==> src/rtl/parity_pkg.sv <==
`default_nettype none
// +------------------------------------------------------------------+
// | parity_pkg: shared state encoding and parity constants           |
// | Revision: 1.0                                                    |
// +------------------------------------------------------------------+
package parity_pkg;

  typedef enum logic [1:0] {
    ST_IDLE   = 2'd0,
    ST_DATA   = 2'd1,
    ST_PARITY = 2'd2,
    ST_GAP    = 2'd3
  } state_t;

  localparam int DEFAULT_DATA_W = 8;

  localparam bit PARITY_EVEN = 1'b0;
  localparam bit PARITY_ODD  = 1'b1;

endpackage
`default_nettype wire

==> src/rtl/parity_frame_serializer_if.sv <==
`default_nettype none
// +------------------------------------------------------------------+
// | parity_frame_serializer_if: word handshake and serial stream     |
// | Revision: 1.0                                                    |
// +------------------------------------------------------------------+
interface parity_frame_serializer_if
  import parity_pkg::*;
#(
  parameter int DATA_W = DEFAULT_DATA_W
) ();

  logic [DATA_W-1:0] data_in;
  logic              valid;
  logic              ready;
  logic              out;
  logic              frame;
  logic              last;
  logic              busy;

  modport master (
    output data_in, valid,
    input  ready, out, frame, last, busy
  );

  modport slave (
    input  data_in, valid,
    output ready, out, frame, last, busy
  );

endinterface
`default_nettype wire

==> src/rtl/parity_frame_serializer.sv <==
`default_nettype none
// +------------------------------------------------------------------+
// | parity_frame_serializer: word in, LSB-first bits + parity + gap  |
// | Revision: 1.0                                                    |
// +------------------------------------------------------------------+
module parity_frame_serializer
  import parity_pkg::*;
#(
  parameter int DATA_W     = DEFAULT_DATA_W,
  parameter int PARITY_ODD = int'(PARITY_EVEN),
  parameter int IDLE_BITS  = 1
) (
  input  logic                      clk,
  input  logic                      rst,
  parity_frame_serializer_if.slave  bus
);

  localparam int BIT_CNT_W = (DATA_W > 1) ? $clog2(DATA_W) : 1;
  localparam int GAP_CNT_W = (IDLE_BITS > 0) ? $clog2(IDLE_BITS + 1) : 1;

  localparam logic [BIT_CNT_W-1:0] LAST_BIT = BIT_CNT_W'(DATA_W - 1);
  localparam logic [GAP_CNT_W-1:0] LAST_GAP = GAP_CNT_W'((IDLE_BITS > 0) ? IDLE_BITS - 1 : 0);
  localparam logic                 ODD_BIT  = 1'(PARITY_ODD);

  state_t                state, state_n;
  logic [DATA_W-1:0]     shreg, shreg_n;
  logic                  par_bit, par_bit_n;
  logic [BIT_CNT_W-1:0]  bit_cnt, bit_cnt_n;
  logic [GAP_CNT_W-1:0]  gap_cnt, gap_cnt_n;
  logic                  ready_w;

  always_ff @(posedge clk) begin
    if (rst) begin
      state   <= ST_IDLE;
      shreg   <= '0;
      par_bit <= 1'b0;
      bit_cnt <= '0;
      gap_cnt <= '0;
    end else begin
      state   <= state_n;
      shreg   <= shreg_n;
      par_bit <= par_bit_n;
      bit_cnt <= bit_cnt_n;
      gap_cnt <= gap_cnt_n;
    end
  end

  // ready is the only output that looks at rst directly, so no word is taken during reset
  assign ready_w = (state == ST_IDLE) && !rst;

  always_comb begin
    state_n   = state;
    shreg_n   = shreg;
    par_bit_n = par_bit;
    bit_cnt_n = bit_cnt;
    gap_cnt_n = gap_cnt;
    case (state)
      ST_IDLE: begin
        if (bus.valid && ready_w) begin
          shreg_n   = bus.data_in;
          par_bit_n = (^bus.data_in) ^ ODD_BIT;
          bit_cnt_n = '0;
          state_n   = ST_DATA;
        end
      end
      ST_DATA: begin
        shreg_n   = shreg >> 1;
        bit_cnt_n = bit_cnt + 1'b1;
        if (bit_cnt == LAST_BIT) begin
          state_n = ST_PARITY;
        end
      end
      ST_PARITY: begin
        gap_cnt_n = '0;
        state_n   = (IDLE_BITS > 0) ? ST_GAP : ST_IDLE;
      end
      ST_GAP: begin
        gap_cnt_n = gap_cnt + 1'b1;
        if (gap_cnt == LAST_GAP) begin
          state_n = ST_IDLE;
        end
      end
      default: state_n = ST_IDLE;
    endcase
  end

  always_comb begin
    bus.ready = ready_w;
    bus.out   = 1'b0;
    bus.frame = 1'b0;
    bus.last  = 1'b0;
    bus.busy  = (state != ST_IDLE);
    case (state)
      ST_DATA: begin
        bus.out   = shreg[0];
        bus.frame = 1'b1;
      end
      ST_PARITY: begin
        bus.out   = par_bit;
        bus.frame = 1'b1;
        bus.last  = 1'b1;
      end
      default: ;
    endcase
  end

endmodule
`default_nettype wire

==> src/flat_wrapper.sv <==
// flat-port wrapper written by rule: the top's interface ports become plain ports
module parity_frame_serializer_flat import parity_pkg::*;
#(
  parameter int DATA_W     = DEFAULT_DATA_W,
  parameter int PARITY_ODD = int'(PARITY_EVEN),
  parameter int IDLE_BITS  = 1
)
  (clk, rst, bus_data_in, bus_valid, bus_ready, bus_out, bus_frame, bus_last, bus_busy);
  parity_frame_serializer_if #(.DATA_W(DATA_W)) bus_i ();
  input  logic clk;
  input  logic rst;
  input wire logic [$bits(bus_i.data_in)-1:0] bus_data_in;
  input wire logic [$bits(bus_i.valid)-1:0] bus_valid;
  output wire logic [$bits(bus_i.ready)-1:0] bus_ready;
  output wire logic [$bits(bus_i.out)-1:0] bus_out;
  output wire logic [$bits(bus_i.frame)-1:0] bus_frame;
  output wire logic [$bits(bus_i.last)-1:0] bus_last;
  output wire logic [$bits(bus_i.busy)-1:0] bus_busy;
  assign bus_i.data_in = bus_data_in;
  assign bus_i.valid = bus_valid;
  assign bus_ready = bus_i.ready;
  assign bus_out = bus_i.out;
  assign bus_frame = bus_i.frame;
  assign bus_last = bus_i.last;
  assign bus_busy = bus_i.busy;
  parity_frame_serializer #(.DATA_W(DATA_W), .PARITY_ODD(PARITY_ODD), .IDLE_BITS(IDLE_BITS)) u_core (.clk(clk), .rst(rst), .bus(bus_i));
endmodule
==> config.mk <==
export PLATFORM = sky130hd
export DESIGN_NAME = parity_frame_serializer_flat
export DESIGN_NICKNAME = d
export VERILOG_FILES = /design/src/rtl/parity_pkg.sv /design/src/rtl/parity_frame_serializer_if.sv /design/src/rtl/parity_frame_serializer.sv /design/src/flat_wrapper.sv
export SDC_FILE = /design/constraint.sdc
export NUM_CORES = 1
export LEC_CHECK = 0
export CAP_MARGIN = 20
export CORE_ASPECT_RATIO = 1.2
export CORE_MARGIN = 4
export CORE_UTILIZATION = 49
export DETAILED_ROUTE_END_ITERATION = 10
export PLACE_DENSITY = 0.72
export SYNTH_ARGS = -nofsm -noshare
export SYNTH_HDL_FRONTEND = slang
export SYNTH_SLANG_ARGS = --single-unit
==> constraint.sdc <==
create_clock -name clk -period 2 [get_ports clk]
set_input_delay 0.5 -clock clk [delete_from_list [all_inputs] [get_ports clk]]
set_output_delay 0.5 -clock clk [all_outputs]
set_load 0.1 [all_outputs]
==> results of run 1 <==
-- where the power goes --
part	switching [W]	leakage [nW]	internal, W
clock network	0.000104	0.0177	0.0000742
logic	0.000864	0.287	0.000604
registers	0.0000666	0.124	0.000403
-- placed cells by master, fill, tap and decap left out, drive strengths merged, types with 2 or more instances in the layout --
| cell type | n |
|---|---|
| ha | 7 |
| nor2 | 13 |
| nand2b | 2 |
| dfxtp | 15 |
| a21oi | 3 |
| buf | 11 |
| xnor2 | 7 |
| a211oi | 8 |
| nand2 | 4 |
| clkbuf | 3 |
| mux2i | 9 |
| inv | 2 |
| a32oi | 2 |
| clkdlybuf4s50 | 10 |
-- cell families (layout without fill, tap and decap cells) --
group | count (synthesis) | count (layout) | synth area share, %
XOR/XNOR | 7 | 7 | 7.39
multiplexers | 9 | 9 | 10.9
buffers and inverters | 8 | 28 | 4.83
flip-flops | 15 | 15 | 36.2
AND/OR/NAND/NOR | 24 | 24 | 13.1
AO/OA/AOI/OAI | 17 | 17 | 17.0
adder cells (fa/ha/maj) | 7 | 7 | 10.6
-- through the flow --
step                      instances  TNS, ps  hold slack [ps]
after floorplan                  87     -417              432
after global placement          119        0              453
after detailed placement        119        0              457
after CTS                       123        0              478
after global routing            125        0              498
final                           125        0              471
-- area by class of cell --
| cell class | instances | area [um^2] |
|---|---|---|
| multi-input combinational | 64 | 524 |
| fill | 128 | 484 |
| sequential | 15 | 303 |
| timing repair buffer | 21 | 245 |
| clock buffer | 3 | 22.5 |
| tap | 18 | 22.5 |
| inverter | 3 | 15.0 |
| clock inverter | 1 | 5.00 |
-- sequential cells by signal, summed over array words and instances (netlist names) --
signal / count
u_core.shreg: 8
u_core.bit_cnt: 3
u_core.state: 2
u_core.gap_cnt: 1
u_core.par_bit: 1
-- final timing paths --
check | cells past startpoint | slack, ps | from | to
setup / recovery | 5 | 90 | u_core.state[0]$_SDFFE_PP0P_ | bus_out
hold / removal | 2 | 470 | u_core.shreg[7]$_SDFFE_PP0P_ | u_core.shreg[7]$_SDFFE_PP0P_
setup reg to reg | 6 | 470 | u_core.state[1]$_SDFFE_PP0P_ | u_core.bit_cnt[0]$_SDFFE_PP0P_
hold reg to reg | 2 | 470 | u_core.shreg[7]$_SDFFE_PP0P_ | u_core.shreg[7]$_SDFFE_PP0P_
-- tightest hold or removal path: cells and delay by family (launching register included) --
kind / cells / cell delay, ps
AOI/OAI and AO/OA: 1 / 50
and+or+nand+nor: 1 / 50
DFF: 1 / 330
-- per-layer routing --
| metal | share of wire, % | up-vias | wire [um] |
|---|---|---|---|
| met5 | 0 | - | 0 |
| met4 | 1.3 | 0 | 19 |
| met3 | 3.5 | 2 | 53 |
| met2 | 50 | 9 | 766 |
| met1 | 45 | 325 | 677 |
| li1 | - | 349 | - |
-- repair_timing --
item,CTS,global route
setup buffers,0,2
hold buffers,0,0
gates resized for setup,0,1
setup endpoints to repair,0,2
==> run summary, run 1 <==
Sequential element share of the synthesized area - 36.2%
Ys flop type - dfxtp_1
Clock Latency Late Sink - 280 ps
Die H - 53.1 um
CTS H-tree depth - 1
DR DRC count - 0
M2 GR Usage - 24.7%
Met3 Use GR - 3.06%
Slowest CP cell - dfxtp_2
Core ar. - 1620 um^2
Area growth syn-to-layout - 37.1%
Detail Route Antenna Nets - 0
Worst path cell trace - inv_2 > ha_2 > a22oi_2 > nor2b_4 > buf_12
Leak - 0.429 nW
I/O Buffers - 15
Clock Tree Buf Depth - 2
GR Util All Layers - 14.7%
Vias in the first global route - 587
Main area contributors after synthesis - dfxtp_1, mux2i_1, ha_1, xnor2_1, a211oi_1
Overall power - 0.00212 W
Status - finished clean
I/O pin cnt - 16
Via count - 685
# nets final - 126
Synthesis-stage register bit count - 15
Worst slew pin tran - 417 ps
Relative slew slack - 71.9%
Routed length per instance - 12.1 um
Drt total wl - 1.52 mm
Cts bufs inserted - 3
ANT cells - 0
Die Wd - 45.6 um
Synth Instances - 87
Via-to-Cell Ratio - 5.48
Worst VDD drop - 1.62 mV
Power per cell area - 1860 nW/um^2
Critical path's largest stage delay - 370 ps
Yosys top cell area share - 36.2%
Largest net degree at the start of global routing - 15
Final Wtd Congestion - 0.748
Top delay family on crit path - flip-flops
Period minus WS final - 1910 ps
Gr busiest metal - met2
Initial core utilization - 51.2%
Share of post-route cells with drive strength above 1 - 24.3%
Critical Path RT - 1500 ps
Row Count - 16
F_max - 0.524 GHz
Critical Path Start Type - flip-flop
DRT Pass-1 Iters - 4
Top-count cell post-synth - dfxtp_1
Yosys cell types - 24
Final setup vio count - 0
CTS tree - built
Register clock-pin slew on the reported worst setup and hold paths - 100 ps
Post-placement setup slack - 131 ps
Slew Limit Fails - 0
Crit share post-route - 95.5%
WP buf/inv - 2
Setup crit end kind - primary output
Gr ovfl total - 0
Fin area - 1140 um^2
Clock skew - 2.57 ps
RSZ-0062 raised after global routing - false
CTS Root Buffer Type - clkbuf_4
CTS sink cnt - 15
Post-Syn Nets - 105
Max Cap Viol - 0
Met1 GRT Util - 16.6%
Post-synth EDFFs - 0
Setup slack after layout - 90.1 ps
Initial DRC Count - 6
Total die area - 2420 um^2
Number of antenna violations at the first check in global routing - 0
Min-Delay Path Class - flip-flop to flip-flop
FFs w/ async S/R, synth - 0%
First-pass GRT wire length - 2.53 mm
Critical path type - flip-flop to primary output
Fin. Hold Viols - 0
Synthesis warning total - 0
Commonest cells in the netlist - dfxtp_1, nor2_1, mux2i_1, a211oi_1
WP data arrival - 1410 ps
HPWL after DPL - 1.18 mm
Synthesized cell area - 830 um^2
Post-Syn Area per Cell - 9.54 um^2
Max FO, Critical Path - 4
Area leader, netlist - dfxtp_1
Fin util - 70.1%
Post-placement cell area - 1090 um^2
Note: power is estimated with default switching activity, not from simulation.
==> run 2: changes to the inputs <==
CORE_MARGIN = default   (was 4)
==> run 2 against run 1 <==
Register-to-register slack barely moved. Global-route usage rose by 4.1 points. Clock skew rose by 3.0 ps. Critical path depth did not move. Setup slack improved by 14 ps.
==> run summary, run 2 (synthesis gave the netlist of run 1 again) <==
Status - finished clean
Max Cap Viol - 0 (unchanged)
Area growth syn-to-layout - 36.0%
WP buf/inv - 2 (unchanged)
Vias in the first global route - 560 (-4.6%)
First-pass GRT wire length - 2.30 mm (-9.3%)
Top delay family on crit path - flip-flops
Largest net degree at the start of global routing - 15 (unchanged)
Via-to-Cell Ratio - 5.26 (-4.0%)
Clock skew - 5.54 ps (+2.97 ps)
Routed length per instance - 12.4 um (+1.9%)
CTS tree - built
Most common cell after layout, fill and taps aside - dfxtp_1
Worst slew pin tran - 426 ps (+9.27 ps)
Initial core utilization - 55.3% (+4.1 points)
Critical path's largest stage delay - 360 ps (about the same)
Worst path cell trace - inv_2 > ha_2 > a22oi_2 > nor2b_4 > buf_12
Min-Delay Path Class - flip-flop to flip-flop
DR DRC count - 0 (unchanged)
RSZ-0062 raised after global routing - false
Fin cells - 123 (-1.6%)
CTS H-tree depth - 1 (unchanged)
Final Wtd Congestion - 0.656 (-12%)
I/O Buffers - 15 (unchanged)
Drt total wl - 1.52 mm (+0.26%)
# fillers - 119 (-7.0%)
Core ar. - 1500 um^2 (-7.4%)
Final setup TNS - 0 ps (unchanged)
Fin. Hold Viols - 0 (unchanged)
CTS Root Buffer Type - clkbuf_4
Gr ovfl total - 0 (unchanged)
Via count - 647 (-5.5%)
Hold Buf Count CTS - 0 (unchanged)
WP data arrival - 1400 ps (about the same)
Crit share post-route - 94.8% (-0.69 points)
Critical Path Start Type - flip-flop
Slew Limit Fails - 0 (unchanged)
Fin util - 75.2% (+5.0 points)
CTS sink cnt - 15 (unchanged)
F_max - 0.527 GHz (+0.73%)
HPWL after DPL - 1.19 mm (+1.0%)
Largest register FFs - 8 (unchanged)
Critical path type - flip-flop to primary output
Detail Route Antenna Nets - 0 (unchanged)
# nets final - 125 (-0.79%)
Row Count - 15 (-1)
Clock Tree Buf Depth - 2 (unchanged)
Dpl cells - 117 (-1.7%)
Slowest CP cell - dfxtp_2
ANT cells - 0 (unchanged)
I/O pin cnt - 16 (unchanged)
Number of antenna violations at the first check in global routing - 0 (unchanged)
DRT Pass-1 Iters - 4 (unchanged)
Max FO, Critical Path - 4 (unchanged)
Die Wd - 39.6 um (-13%)
Largest regs - u_core.shreg (8), u_core.bit_cnt (3), u_core.state (2)
Most frequent cells in the layout - dfxtp_1, nor2_1, clkdlybuf4s50_1, mux2i_1, a211oi_1
GR Util All Layers - 18.8% (+4.1 points)
Die H - 47.1 um (-11%)
Initial DRC Count - 6 (unchanged)
Cts bufs inserted - 3 (unchanged)
Largest Register - u_core.shreg
Clock Latency Late Sink - 280 ps (about the same)
Period minus WS final - 1900 ps (-13.9 ps)
Relative slew slack - 71.3% (-0.62 points)
Setup crit end kind - primary output
Total die area - 1860 um^2 (-23%)
Share of post-route cells with drive strength above 1 - 23.6% (-0.71 points)
Final setup vio count - 0 (unchanged)
Critical Path RT - 1500 ps (about the same)
Register clock-pin slew on the reported worst setup and hold paths - 90 ps (about the same)
[run 2: worst paths after layout]
check	startpoint	to	slack, ps	cells after the start
max	u_core.state[0]$_SDFFE_PP0P_	bus_out	100	5
min	u_core.shreg[7]$_SDFFE_PP0P_	u_core.shreg[7]$_SDFFE_PP0P_	460	2
max reg2reg	u_core.state[1]$_SDFFE_PP0P_	u_core.bit_cnt[0]$_SDFFE_PP0P_	460	6
min reg2reg	u_core.shreg[7]$_SDFFE_PP0P_	u_core.shreg[7]$_SDFFE_PP0P_	460	2
[run 2: metal layers]
metal	wire, um	GRT usage (%)	part of all wire (%)
met1	705	23.9	46
met2	759	29.8	50
met3	43	3.32	2.8
met4	13	10.3	0.85
met5	0	0	0
[run 2: worst reg2reg max path, stage by stage, from the launching register on]
cell and delay, ps:
dfxtp_2 380, inv_2 70, ha_1 210, buf_4 210
o21ai_0 400, nand2_1 90, a21oi_1 140
[run 2: per-stage QoR]
step / cell area, um^2 / hold slack [ps] / setup WS, ps
floorplan: 866 / 432 / -219
global placement: 1080 / 455 / 115
detailed placement: 1080 / 449 / 111
CTS: 1110 / 463 / 16.1
global route: 1130 / 495 / 42.5
finish: 1130 / 461 / 104
[run 2: repair_timing]
item,in CTS,in global routing
endpoints found under the setup margin,0,2
setup buffers,0,2
gates resized for setup,0,1
[run 2: layout make-up]
cell class	count	area, um^2	area share, %
Multi-Input combinational cell	64	524	46.5
Clock inverter	1	5.00	0.443
Timing Repair Buffer	20	238	21.1
Clock buffer	3	22.5	2.00
Tap cell	17	21.3	1.88
Sequential cell	15	303	26.8
Inverter	3	15.0	1.33
Power of run 2 is not shown: default switching activity piles up to over one toggle a cycle in this logic, so the estimate is an artifact.
